File: config.mk
export PLATFORM = sky130hd
export DESIGN_NAME = mux_nx1_pipe_flat
export DESIGN_NICKNAME = d
export VERILOG_FILES = /design/src/rtl/mux_nx1_pipe_if.sv /design/src/rtl/mux_nx1_pipe.sv /design/src/flat_wrapper.sv
export SDC_FILE = /design/constraint.sdc
export NUM_CORES = 1
export LEC_CHECK = 0
export ABC_AREA = 1
export BUFFER_PORTS_ARGS = -buffer_cell sky130_fd_sc_hd__buf_2
export CAP_MARGIN = 10
export CORE_AREA = 5 5 105 107
export DETAILED_ROUTE_END_ITERATION = 10
export DIE_AREA = 0 0 110 112
export GPL_TIMING_DRIVEN = 0
export PLACE_DENSITY = 0.84
export SLEW_MARGIN = 20
export SYNTH_ARGS = -nofsm -noshare
export SYNTH_HDL_FRONTEND = slang
export SYNTH_SLANG_ARGS = --single-unit
export TNS_END_PERCENT = 100
File: constraint.sdc
create_clock -name clk -period 1.77 [get_ports clk]
set_clock_uncertainty 0.2 [all_clocks]
set_input_delay 0.354 -clock clk [delete_from_list [all_inputs] [get_ports clk]]
set_output_delay 0.354 -clock clk [all_outputs]
set_load 0.005 [all_outputs]
File: src/rtl/mux_nx1_pipe_if.sv
// Handshake bundle for the N:1 pipelined select: upstream offer side and downstream head side.
interface mux_nx1_pipe_if #(
    parameter int WIDTH = 32,
    parameter int N     = 4
);
    localparam int SEL_W = $clog2(N);

    logic [N*WIDTH-1:0] in_data;
    logic [SEL_W-1:0]   in_sel;
    logic               in_valid;
    logic               in_ready;
    logic [WIDTH-1:0]   out_data;
    logic [SEL_W-1:0]   out_sel;
    logic               out_err;
    logic               out_valid;
    logic               out_ready;

    modport master (
        output in_data, in_sel, in_valid, out_ready,
        input  in_ready, out_data, out_sel, out_err, out_valid
    );

    modport slave (
        input  in_data, in_sel, in_valid, out_ready,
        output in_ready, out_data, out_sel, out_err, out_valid
    );
endinterface

File: src/rtl/mux_nx1_pipe.sv
// N:1 word select captured into a 2-entry head/skid buffer with valid/ready output.
// Latency 1 cycle; in_ready is registered and falls only when both entries are full.
// Flush empties the buffer with priority over accept and pop.
module mux_nx1_pipe #(
    parameter int WIDTH = 32,
    parameter int N     = 4
) (
    input  logic           clk,
    input  logic           rst_n,
    input  logic           flush,
    mux_nx1_pipe_if.slave  bus
);
    localparam int SEL_W = $clog2(N);

    typedef enum logic [1:0] {EMPTY, ONE, TWO} state_t;

    state_t           state;
    state_t           state_nxt;
    logic             ready_q;
    logic             accept;
    logic             pop;
    logic             load_head;
    logic             load_skid;
    logic             skid_to_head;

    logic [WIDTH-1:0] word;
    logic             err;
    logic [WIDTH-1:0] head_data;
    logic [SEL_W-1:0] head_sel;
    logic             head_err;
    logic [WIDTH-1:0] skid_data;
    logic [SEL_W-1:0] skid_sel;
    logic             skid_err;

    // Out-of-range selects fall back to slice 0 and raise err.
    always_comb begin
        word = bus.in_data[WIDTH-1:0];
        err  = (32'(bus.in_sel) >= 32'(N));
        for (int i = 0; i < N; i++) begin
            if (bus.in_sel == SEL_W'(i)) begin
                word = bus.in_data[i*WIDTH +: WIDTH];
            end
        end
    end

    assign accept = bus.in_valid & ready_q;
    assign pop    = (state != EMPTY) & bus.out_ready;

    always_comb begin
        state_nxt    = state;
        load_head    = 1'b0;
        load_skid    = 1'b0;
        skid_to_head = 1'b0;
        if (flush) begin
            state_nxt = EMPTY;
        end else begin
            case (state)
                EMPTY: begin
                    if (accept) begin
                        state_nxt = ONE;
                        load_head = 1'b1;
                    end
                end
                ONE: begin
                    if (accept && !pop) begin
                        state_nxt = TWO;
                        load_skid = 1'b1;
                    end else if (accept && pop) begin
                        load_head = 1'b1;
                    end else if (pop) begin
                        state_nxt = EMPTY;
                    end
                end
                TWO: begin
                    if (pop) begin
                        state_nxt    = ONE;
                        skid_to_head = 1'b1;
                    end
                end
                default: state_nxt = EMPTY;
            endcase
        end
    end

    always_ff @(posedge clk or negedge rst_n) begin
        if (!rst_n) begin
            state     <= EMPTY;
            ready_q   <= 1'b0;
            head_data <= '0;
            head_sel  <= '0;
            head_err  <= 1'b0;
            skid_data <= '0;
            skid_sel  <= '0;
            skid_err  <= 1'b0;
        end else begin
            state   <= state_nxt;
            ready_q <= (state_nxt != TWO);
            if (load_head) begin
                head_data <= word;
                head_sel  <= bus.in_sel;
                head_err  <= err;
            end else if (skid_to_head) begin
                head_data <= skid_data;
                head_sel  <= skid_sel;
                head_err  <= skid_err;
            end
            if (load_skid) begin
                skid_data <= word;
                skid_sel  <= bus.in_sel;
                skid_err  <= err;
            end
        end
    end

    assign bus.in_ready  = ready_q;
    assign bus.out_valid = (state != EMPTY);
    assign bus.out_data  = head_data;
    assign bus.out_sel   = head_sel;
    assign bus.out_err   = head_err;
endmodule

File: src/flat_wrapper.sv
// flat-port wrapper written by rule: the top's interface ports become plain ports
module mux_nx1_pipe_flat 
#(
    parameter int WIDTH = 32,
    parameter int N     = 4
)
  (clk, rst_n, flush, bus_in_data, bus_in_sel, bus_in_valid, bus_out_ready, bus_in_ready, bus_out_data, bus_out_sel, bus_out_err, bus_out_valid);
  mux_nx1_pipe_if #(.WIDTH(WIDTH), .N(N)) bus_i ();
  input  logic clk;
  input  logic rst_n;
  input  logic flush;
  input wire logic [$bits(bus_i.in_data)-1:0] bus_in_data;
  input wire logic [$bits(bus_i.in_sel)-1:0] bus_in_sel;
  input wire logic [$bits(bus_i.in_valid)-1:0] bus_in_valid;
  input wire logic [$bits(bus_i.out_ready)-1:0] bus_out_ready;
  output wire logic [$bits(bus_i.in_ready)-1:0] bus_in_ready;
  output wire logic [$bits(bus_i.out_data)-1:0] bus_out_data;
  output wire logic [$bits(bus_i.out_sel)-1:0] bus_out_sel;
  output wire logic [$bits(bus_i.out_err)-1:0] bus_out_err;
  output wire logic [$bits(bus_i.out_valid)-1:0] bus_out_valid;
  assign bus_i.in_data = bus_in_data;
  assign bus_i.in_sel = bus_in_sel;
  assign bus_i.in_valid = bus_in_valid;
  assign bus_i.out_ready = bus_out_ready;
  assign bus_in_ready = bus_i.in_ready;
  assign bus_out_data = bus_i.out_data;
  assign bus_out_sel = bus_i.out_sel;
  assign bus_out_err = bus_i.out_err;
  assign bus_out_valid = bus_i.out_valid;
  mux_nx1_pipe #(.WIDTH(WIDTH), .N(N)) u_core (.clk(clk), .rst_n(rst_n), .flush(flush), .bus(bus_i));
endmodule
==> flow_summary.json, run 1 <==
{
  "status": "finished, final reports clean",
  "cp_data_arrival_time_ns": 1.15,
  "cts_buffer_depth": 2,
  "crit_buf_inv": 1,
  "cts_tree": "done",
  "critPathLaunchType": "flip-flop",
  "hpwl_mm": 10.6,
  "die_y_um": 112,
  "num_rows": 37,
  "initial_utilization_pct": 44.4,
  "design_area_mm2": 0.00576,
  "grt_max_degree": 57,
  "hold_slack_ns": 0.121,
  "clk_pin_slew_worst_paths_ns": 0.08,
  "antenna_left": 0,
  "swShare_pct": 31.0,
  "antenna_cells": 0,
  "overflow": 0,
  "ys_seq_elements": 71,
  "place.gp.congestion": 0.834,
  "syn_to_final_growth_pct": 29.3,
  "rr_worst_depth": 9,
  "end_kind": "output pin",
  "rsz0062_at_grt": "no",
  "die_w_um": 110,
  "drv_slew": 0,
  "drtIter0Drc": 337,
  "ys_warn_count": 0,
  "root_buffer": "clkbuf_8",
  "max_freq_mhz": 586,
  "power.leakage_nw": 3.39,
  "drt-pass1-iter-count": 5,
  "vias": 4912,
  "layout_common_cells": "nand2_1 (313), buf_2 (179), inv_1 (81), nand3_1 (81), dfrtp_1 (71)",
  "seq_area_frac_synth_pct": 39.9,
  "cts_made_buffers": 9,
  "vias_per_cell": 4.88,
  "drive_gt1_share_pct": 28.1,
  "finalNetCount": 1001,
  "peakVddDrop_v": 0.000402,
  "crit_slowest_cell": "dfrtp_1",
  "wl_per_cell_um": 14.2,
  "cts-htree-levels": 3,
  "io_buffers": 169,
  "grt_pass1_vias": 4532,
  "min_period_ns": 1.71,
  "core-area_mm2": 0.0100,
  "path_class": "reg -> out",
  "syn_inst": 682,
  "utilization_pct": 57.4,
  "cp.depth": 2,
  "min_path_type": "in -> reg",
  "num-fill-cells": 1008,
  "clkPwrFrac_pct": 28.2,
  "maxCapViolCount": 0,
  "synth_nets": 817,
  "final_hold_viol_count": 0,
  "cp_cell_sequence": "or2_4 -> buf_2",
  "p_int_mw": 3.34,
  "numClockSinks": 71,
  "power_frac_comb_pct": 27.0,
  "drcViolationCount": 0,
  "die_area_mm2": 0.0123,
  "syn_area_mm2": 0.00446,
  "pwr-share-seq_pct": 44.7,
  "min_period_over_period_pct": 96.4,
  "wl_mm": 14.3,
  "setup_viol": 0,
  "crit_family": "flip-flops",
  "crit_path_max_fanout": 3,
  "dpl_cell_area_mm2": 0.00550,
  "p_per_area_mw_per_mm2": 839,
  "ys_types": 25,
  "antenna_found_initial": 0,
  "hold_depth": 3,
  "ioPinCount": 172,
  "track_usage_pct": 23.0,
  "power_switching_mw": 1.50,
  "syn_area_per_cell_um2": 6.53,
  "insertion_delay_ns": 0.33,
  "cp.required_ns": 1.22,
  "grt_pass1_wl_mm": 22.1,
  "cp_slowest_stage_delay_ns": 0.43,
  "layout_commonest_cell": "nand2_1"
}
registers in the layout (all words and copies together), names as in the netlist:
name,cells
u_core.bus.in_ready,1
u_core.bus.out_data,32
u_core.bus.out_sel,2
u_core.skid_data,32
u_core.skid_sel,2
u_core.state,2
synth_stat cells, drive strengths merged:
| cell type | number | area (µm²) |
|---|---|---|
| buf | 35 | 255 |
| nand3b | 6 | 45.0 |
| o21ai | 58 | 294 |
| a31oi | 1 | 6.26 |
| conb | 1 | 3.75 |
| a21oi | 1 | 5.00 |
| nand2 | 317 | 1200 |
| nand4 | 2 | 18.8 |
| nand3 | 83 | 425 |
| dfrtp | 71 | 1780 |
| inv | 89 | 339 |
| or2 | 4 | 25.0 |
| clkbuf | 2 | 7.51 |
| nor2 | 12 | 50.1 |
power by group through the flow:
stage | clock [mW] | combinational [mW] | sequential, mW
2_1_floorplan | 0 | 0.737 | 2.18
3_3_place_gp | 0 | 1.26 | 2.18
3_5_place_dp | 0 | 1.29 | 2.19
4_1_cts | 1.38 | 1.31 | 2.16
5_1_grt | 1.46 | 1.49 | 2.21
6_report | 1.37 | 1.31 | 2.16
cells by family (layout without fill, tap and decap cells):
group                  after synthesis  in the layout  synth area share [%]
buffers and inverters              126            315                  13.5
AO/OA/AOI/OAI                       60             60                  6.85
flip-flops                          71             71                  39.9
other                                1              1                0.0841
AND/OR/NAND/NOR                    424            424                  39.7
area by class of cell:
class | count | area, µm² | area share (%)
buffer | 37 | 279 | 4.84
clock buffer | 13 | 169 | 2.93
clock inverter | 3 | 40.0 | 0.695
inverter | 89 | 339 | 5.88
multi-input combinational | 485 | 2090 | 36.2
sequential | 71 | 1780 | 30.8
tap | 136 | 170 | 2.95
timing repair buffer | 173 | 903 | 15.7
path summary, 6_finish.rpt:
kind / from / end / slack (ns)
setup / recovery: u_core.state[1] / bus_out_valid / 0.06
hold / removal: bus_out_ready / u_core.state[0] / 0.12
setup reg to reg: u_core.state[0] / u_core.bus.out_data[15] / 0.11
hold reg to reg: u_core.bus.out_data[14] / u_core.bus.out_data[14] / 0.28
max in group asynchronous: rst_n / u_core.skid_data[28] / 0.57
min in group asynchronous: rst_n / u_core.bus.out_data[18] / 0.23
through the flow:
step	total power, mW	TNS [ns]	cells	worst slack (ns)
finish	4.84	0	1007	0.0641
global route	5.16	0	1007	0.00618
CTS	4.85	0	1007	0.0215
detailed placement	3.48	-5.28	988	-0.143
global placement	3.44	-24.00	987	-0.271
floorplan	2.92	0	682	0.302
tightest hold or removal path, cell delays in order:
cell     delay [ns]
buf_2          0.12
nand2_1        0.06
a31oi_1        0.08
what timing repair did:
item                                    in CTS  in global routing
endpoints found under the setup margin       1                 32
hold buffers                                 2                  0
setup buffers                                1                  0
gates resized for setup                      0                 11
endpoints found under the hold margin       19                  0
layer usage:
layer  vias to the layer above  wire length [µm]  track usage (%)
met5                         -                 0                0
met4                         0               267             6.82
met3                        19              1290             4.52
met2                       212              6680             37.6
met1                      2228              6040             30.4
li1                       2453                 -                -
(Power assumes the default switching activity.)
==> run 2, diff against run 1 <==
- ABC_AREA: 1 -> 0
- CORE_AREA: 5 5 105 107 -> 5 5 98 100
- DIE_AREA: 0 0 110 112 -> 0 0 103 105
- PLACE_DENSITY: 0.84 -> 0.86
==> flow_summary.json, run 2 <==
{
  "min_path_type": "in -> reg",
  "yosys-top-cells-area": "dfrtp_1 (46%), mux4_2 (15%), mux2_2 (13%), mux2_1 (5.9%), a221o_1 (5.0%)",
  "ys_seq_elements": 71,
  "cp_cell_sequence": "nor4bb_2 -> buf_4 -> buf_12 -> mux2_4 -> mux2_4",
  "ys_types": 28,
  "overflow": 0,
  "yosysTopAreaCellShare_pct": 46.4,
  "initial_utilization_pct": 44.6,
  "clk_pin_slew_worst_paths_ns": 0.08,
  "antenna_found_initial": 0,
  "pwr-share-seq_pct": 43.1,
  "synth_xor_area_share_pct": 0,
  "violations": "setup timing",
  "swShare_pct": 25.6,
  "syn_area_mm2": 0.00383,
  "min_period_ns": 1.92,
  "power_switching_mw": 1.37,
  "crit_path_max_fanout": 10,
  "layout_commonest_cell": "buf_2",
  "power.leakage_nw": 2.88,
  "wl_per_cell_um": 19.6,
  "synth_nets": 380,
  "status": "complete, but fails checks",
  "ioPinCount": 172,
  "vias_per_cell": 5.51,
  "final_hold_viol_count": 0,
  "cts_made_buffers": 9,
  "root_buffer": "clkbuf_8",
  "insertion_delay_ns": 0.35,
  "synth-simple-area-share_pct": 4.90,
  "min_period_over_period_pct": 108,
  "cts-htree-levels": 3,
  "syn_area_per_cell_um2": 15.6,
  "power_frac_comb_pct": 27.0,
  "synthTopCellsByCount": "dfrtp_1 (71), mux2_2 (44), mux4_2 (26)",
  "die_y_um": 105,
  "grt_max_degree": 39,
  "numClockSinks": 71,
  "drt-pass1-iter-count": 4,
  "place_ws_ns": -0.390,
  "end_kind": "flip-flop",
  "synth.most_common_cell": "dfrtp_1",
  "synth_top_cell_by_area": "dfrtp_1",
  "die_area_mm2": 0.0108,
  "synth_compound_area_share_pct": 6.14,
  "critPathLaunchType": "flip-flop",
  "die_w_um": 103,
  "p_int_mw": 3.97,
  "maxCapViolCount": 0,
  "fin_tns_setup_ns": -4.35,
  "layout_common_cells": "buf_2 (168), dfrtp_1 (70), mux2_4 (39)",
  "io_buffers": 168,
  "wl_mm": 11.1,
  "clkPwrFrac_pct": 29.9,
  "max_freq_mhz": 521,
  "drcViolationCount": 0,
  "synth_top_family_by_area": "multiplexers",
  "hpwl_mm": 7.97,
  "cts_tree": "done",
  "ys.flop_type": "dfrtp_1",
  "cp.required_ns": 1.80,
  "antenna_left": 0,
  "drv_slew": 0,
  "ys_warn_count": 0,
  "syn_inst": 245,
  "track_usage_pct": 20.9,
  "cp_slowest_stage_delay_ns": 0.42,
  "drtIter0Drc": 71,
  "antenna_cells": 0,
  "drive_gt1_share_pct": 72.5,
  "grt_pass1_wl_mm": 17.4,
  "core-area_mm2": 0.00859,
  "syn_to_final_growth_pct": 48.3,
  "vias": 3118,
  "path_class": "reg -> reg",
  "cp_data_arrival_time_ns": 1.94,
  "cts_buffer_depth": 2,
  "setup_viol": 63,
  "synth-async-reset-ratio_pct": 100,
  "synthMuxAreaShare_pct": 38.2,
  "rsz0062_at_grt": "yes",
  "p_per_area_mw_per_mm2": 939,
  "crit_slowest_cell": "dfrtp_2",
  "finalNetCount": 588,
  "num_rows": 34,
  "seq_area_frac_synth_pct": 46.4,
  "peakVddDrop_v": 0.000495,
  "cpMostUsedCell": "mux2_4",
  "grt_pass1_vias": 3498,
  "synthAdderAreaFrac_pct": 0,
  "place.gp.congestion": 0.748,
  "synth_edf_count": 0,
  "fin_ws_ns": -0.149
}
==> run 2: metrics by stage <==
stage                     total power, mW  utilization, %  hold WS, ns  instance area, µm²  instances
final                                5.33            66.1       0.0531                5680        566
after global routing                 5.61            66.1       0.0509                5680        566
after CTS                            5.30            65.0       0.0356                5580        564
after detailed placement             3.53            57.1        0.131                4910        522
after global placement               3.43            56.9        0.266                4890        521
after floorplan                      2.99               -       -0.142                3910        245
==> run 2: logic make-up (layout without fill, tap and decap cells) <==
family / after synthesis / after routing
AOI/OAI and AO/OA: 25 / 25
buffers and inverters: 25 / 238
DFF: 71 / 71
muxes: 96 / 96
other: 1 / 1
and+or+nand+nor: 27 / 27
==> run 2: critical path: cells and delay by family, from the launching register on <==
kind,cells,cell delay [ns]
AND/OR/NAND/NOR,1,0.27
multiplexers,2,0.57
flip-flops,1,0.42
buffers and inverters,2,0.34
==> run 2: power groups by stage <==
| stage | clock network (mW) | registers [mW] | logic (mW) |
|---|---|---|---|
| 6_report | 1.60 | 2.30 | 1.44 |
| 5_1_grt | 1.70 | 2.34 | 1.56 |
| 4_1_cts | 1.62 | 2.28 | 1.40 |
| 3_5_place_dp | 0 | 2.31 | 1.21 |
| 3_3_place_gp | 0 | 2.28 | 1.15 |
| 2_1_floorplan | 0 | 2.27 | 0.715 |
==> run 2: final timing paths <==
path | startpoint | cells after the start | slack (ns) | to
min reg2reg | u_core.skid_sel[0] | 1 | 0.31 | u_core.skid_sel[0]
max | u_core.state[0] | 5 | -0.15 | u_core.bus.out_data[20]
min | bus_out_ready | 2 | 0.05 | u_core.state[1]
max in group asynchronous | rst_n | 3 | 0.52 | u_core.bus.out_data[31]
max reg2reg | u_core.state[0] | 5 | -0.15 | u_core.bus.out_data[20]
min in group asynchronous | rst_n | 2 | 0.29 | u_core.skid_data[17]
==> run 2: repair_timing <==
item                                    CTS  global route
pin swaps                                 3             3
endpoints found under the setup margin   66            72
gates resized for setup                  53            32
hold endpoints to repair                 33             0
buffers inserted                         22             4
cloned                                    3             1
hold buffers                              1             0
==> run 2: area by class of cell <==
type	instances	area (µm²)
plain buffers	23	290
clock buffers	9	124
clock inverters	7	120
fillers	664	2910
inverters	2	7.51
multi-input cells	149	2060
flip-flops and latches	71	1780
well taps	108	135
repair buffers	197	1160
==> run 2: metal layers <==
metal  global-route usage, %  vias up  wire length, µm
met2                    36.2      114             5830
met1                    25.3     1585             4250
met3                    4.93       17              859
li1                        -     1402                -
met4                    6.57        0              178
met5                       0        -                0
==> run 3, diff against run 2 <==
- CORE_AREA: 5 5 98 100 -> 5 5 104 106
- DIE_AREA: 0 0 103 105 -> 0 0 109 111
- PLACE_DENSITY: 0.86 -> 0.78
==> flow_summary.json, run 3 (same netlist as run 2, synthesis figures left out) <==
{
  "die_w_um": 109,
  "cpMostUsedCell": "mux2_2",
  "maxCapViolCount": 0,
  "drtIter0Drc": 170,
  "final_hold_viol_count": 0,
  "insertion_delay_ns": 0.34,
  "critPathLaunchType": "flip-flop",
  "drive_gt1_share_pct": 72.4,
  "cts_tree": "done",
  "cts_made_buffers": 9,
  "max_freq_mhz": 513,
  "num_rows": 36,
  "end_kind": "flip-flop",
  "hold_slack_ns": 0.0666,
  "die_area_mm2": 0.0121,
  "grt_pass1_vias": 3428,
  "hpwl_mm": 8.18,
  "core-area_mm2": 0.00968,
  "cts-htree-levels": 3,
  "vias_per_cell": 5.28,
  "wl_mm": 11.4,
  "ioPinCount": 172,
  "crit_slowest_cell": "dfrtp_2",
  "setup_viol": 61,
  "root_buffer": "clkbuf_8",
  "cp.required_ns": 1.79,
  "fin_tns_setup_ns": -6.81,
  "clk_pin_slew_worst_paths_ns": 0.08,
  "dp.cells": 547,
  "rsz0062_at_grt": "yes",
  "cp_slowest_stage_delay_ns": 0.44,
  "drcViolationCount": 0,
  "place.gp.congestion": 0.739,
  "crit_buf_inv": 2,
  "track_usage_pct": 18.8,
  "vias": 3135,
  "grt_max_degree": 38,
  "fin_ws_ns": -0.179,
  "syn_to_final_growth_pct": 51.6,
  "cts_buffer_depth": 2,
  "power.leakage_nw": 2.92,
  "final_cell_count_no_fill": 594,
  "violations": "setup timing",
  "io_buffers": 168,
  "cp_cell_sequence": "nor4bb_4 -> buf_6 -> buf_4 -> mux2_2 -> mux2_2",
  "crit_path_max_fanout": 7,
  "overflow": 0,
  "crit_family": "multiplexers",
  "min_period_over_period_pct": 110,
  "min_period_ns": 1.95,
  "finalNetCount": 590,
  "grt_pass1_wl_mm": 17.5,
  "initial_utilization_pct": 39.6,
  "die_y_um": 111,
  "cp_data_arrival_time_ns": 1.97,
  "min_path_type": "in -> reg",
  "drt-pass1-iter-count": 4,
  "power_mw": 5.37,
  "antenna_left": 0,
  "p_per_area_mw_per_mm2": 925,
  "layout_common_cells": "buf_2 (169), dfrtp_1 (70), mux2_4 (37)",
  "peakVddDrop_v": 0.000357,
  "path_class": "reg -> reg",
  "layout_commonest_cell": "buf_2",
  "antenna_found_initial": 0,
  "wl_per_cell_um": 19.2,
  "status": "complete, but fails checks",
  "numClockSinks": 71,
  "drv_slew": 0
}
-- run 3: changes by cell type in the layout (fill, tap and decap cells not counted), sizes merged --
| cell | delta |
|---|---|
| clkbuf | +4 |
| diode | +1 |
| clkinvlp | -1 |
| bufbuf | +1 |
| buf | -1 |
| inv | -1 |
-- run 3: stage by stage --
stage	util, %	instance area, µm²	setup slack, ns
finish	60.0	5810	-0.179
detailed placement	51.0	4940	-0.374
global route	59.9	5800	-0.221
CTS	60.0	5810	-0.211
floorplan	-	3910	-0.142
global placement	50.8	4920	-0.349
-- run 3: area by class of cell --
type / count / area (µm²)
antenna: 1 / 2.50
buffer: 22 / 290
clock buffer: 11 / 151
clock inverter: 5 / 104
fill: 761 / 3880
inverter: 2 / 7.51
multi-input combinational: 149 / 2060
sequential: 71 / 1780
tap: 133 / 166
timing repair buffer: 200 / 1250
-- run 3: routing by layer --
metal | share of wire (%) | GRT usage (%) | vias up
li1 | - | - | 1403
met1 | 39 | 23.5 | 1587
met2 | 52 | 32.4 | 136
met3 | 7.5 | 3.55 | 9
met4 | 1.2 | 6.06 | 0
met5 | 0 | 0 | -
-- run 3: worst paths after layout --
path                            slack [ns]                       to                 from  depth (start not counted)
worst max-delay path                 -0.18  u_core.bus.out_data[31]      u_core.state[0]                          5
worst min-delay path                  0.07          u_core.state[1]        bus_out_ready                          2
worst max register to register       -0.18  u_core.bus.out_data[31]      u_core.state[0]                          5
worst min register to register        0.31      u_core.skid_data[4]  u_core.skid_data[4]                          1
max in group asynchronous             0.51  u_core.bus.out_data[31]                rst_n                          3
min in group asynchronous             0.30  u_core.bus.out_data[19]                rst_n                          2
-- run 3: where the power goes --
part | internal [mW] | switching (mW)
logic | 0.974 | 0.471
clock network | 1.01 | 0.622
registers | 2.05 | 0.237
total | 4.04 | 1.33
-- run 3: what timing repair did --
action / CTS / global route
setup buffers: 24 / 4
resized for setup: 69 / 13
hold endpoints to repair: 34 / 0
gates cloned: 6 / 1
hold buffers: 1 / 0
endpoints found under the setup margin: 66 / 72
pin swaps: 5 / 3
-- run 3: worst reg2reg max path, stage by stage, from the launching register on --
cell and delay [ns]:
dfrtp_2 0.44, nor4bb_4 0.29, buf_6 0.20, buf_4 0.13, mux2_2 0.31, mux2_2 0.26
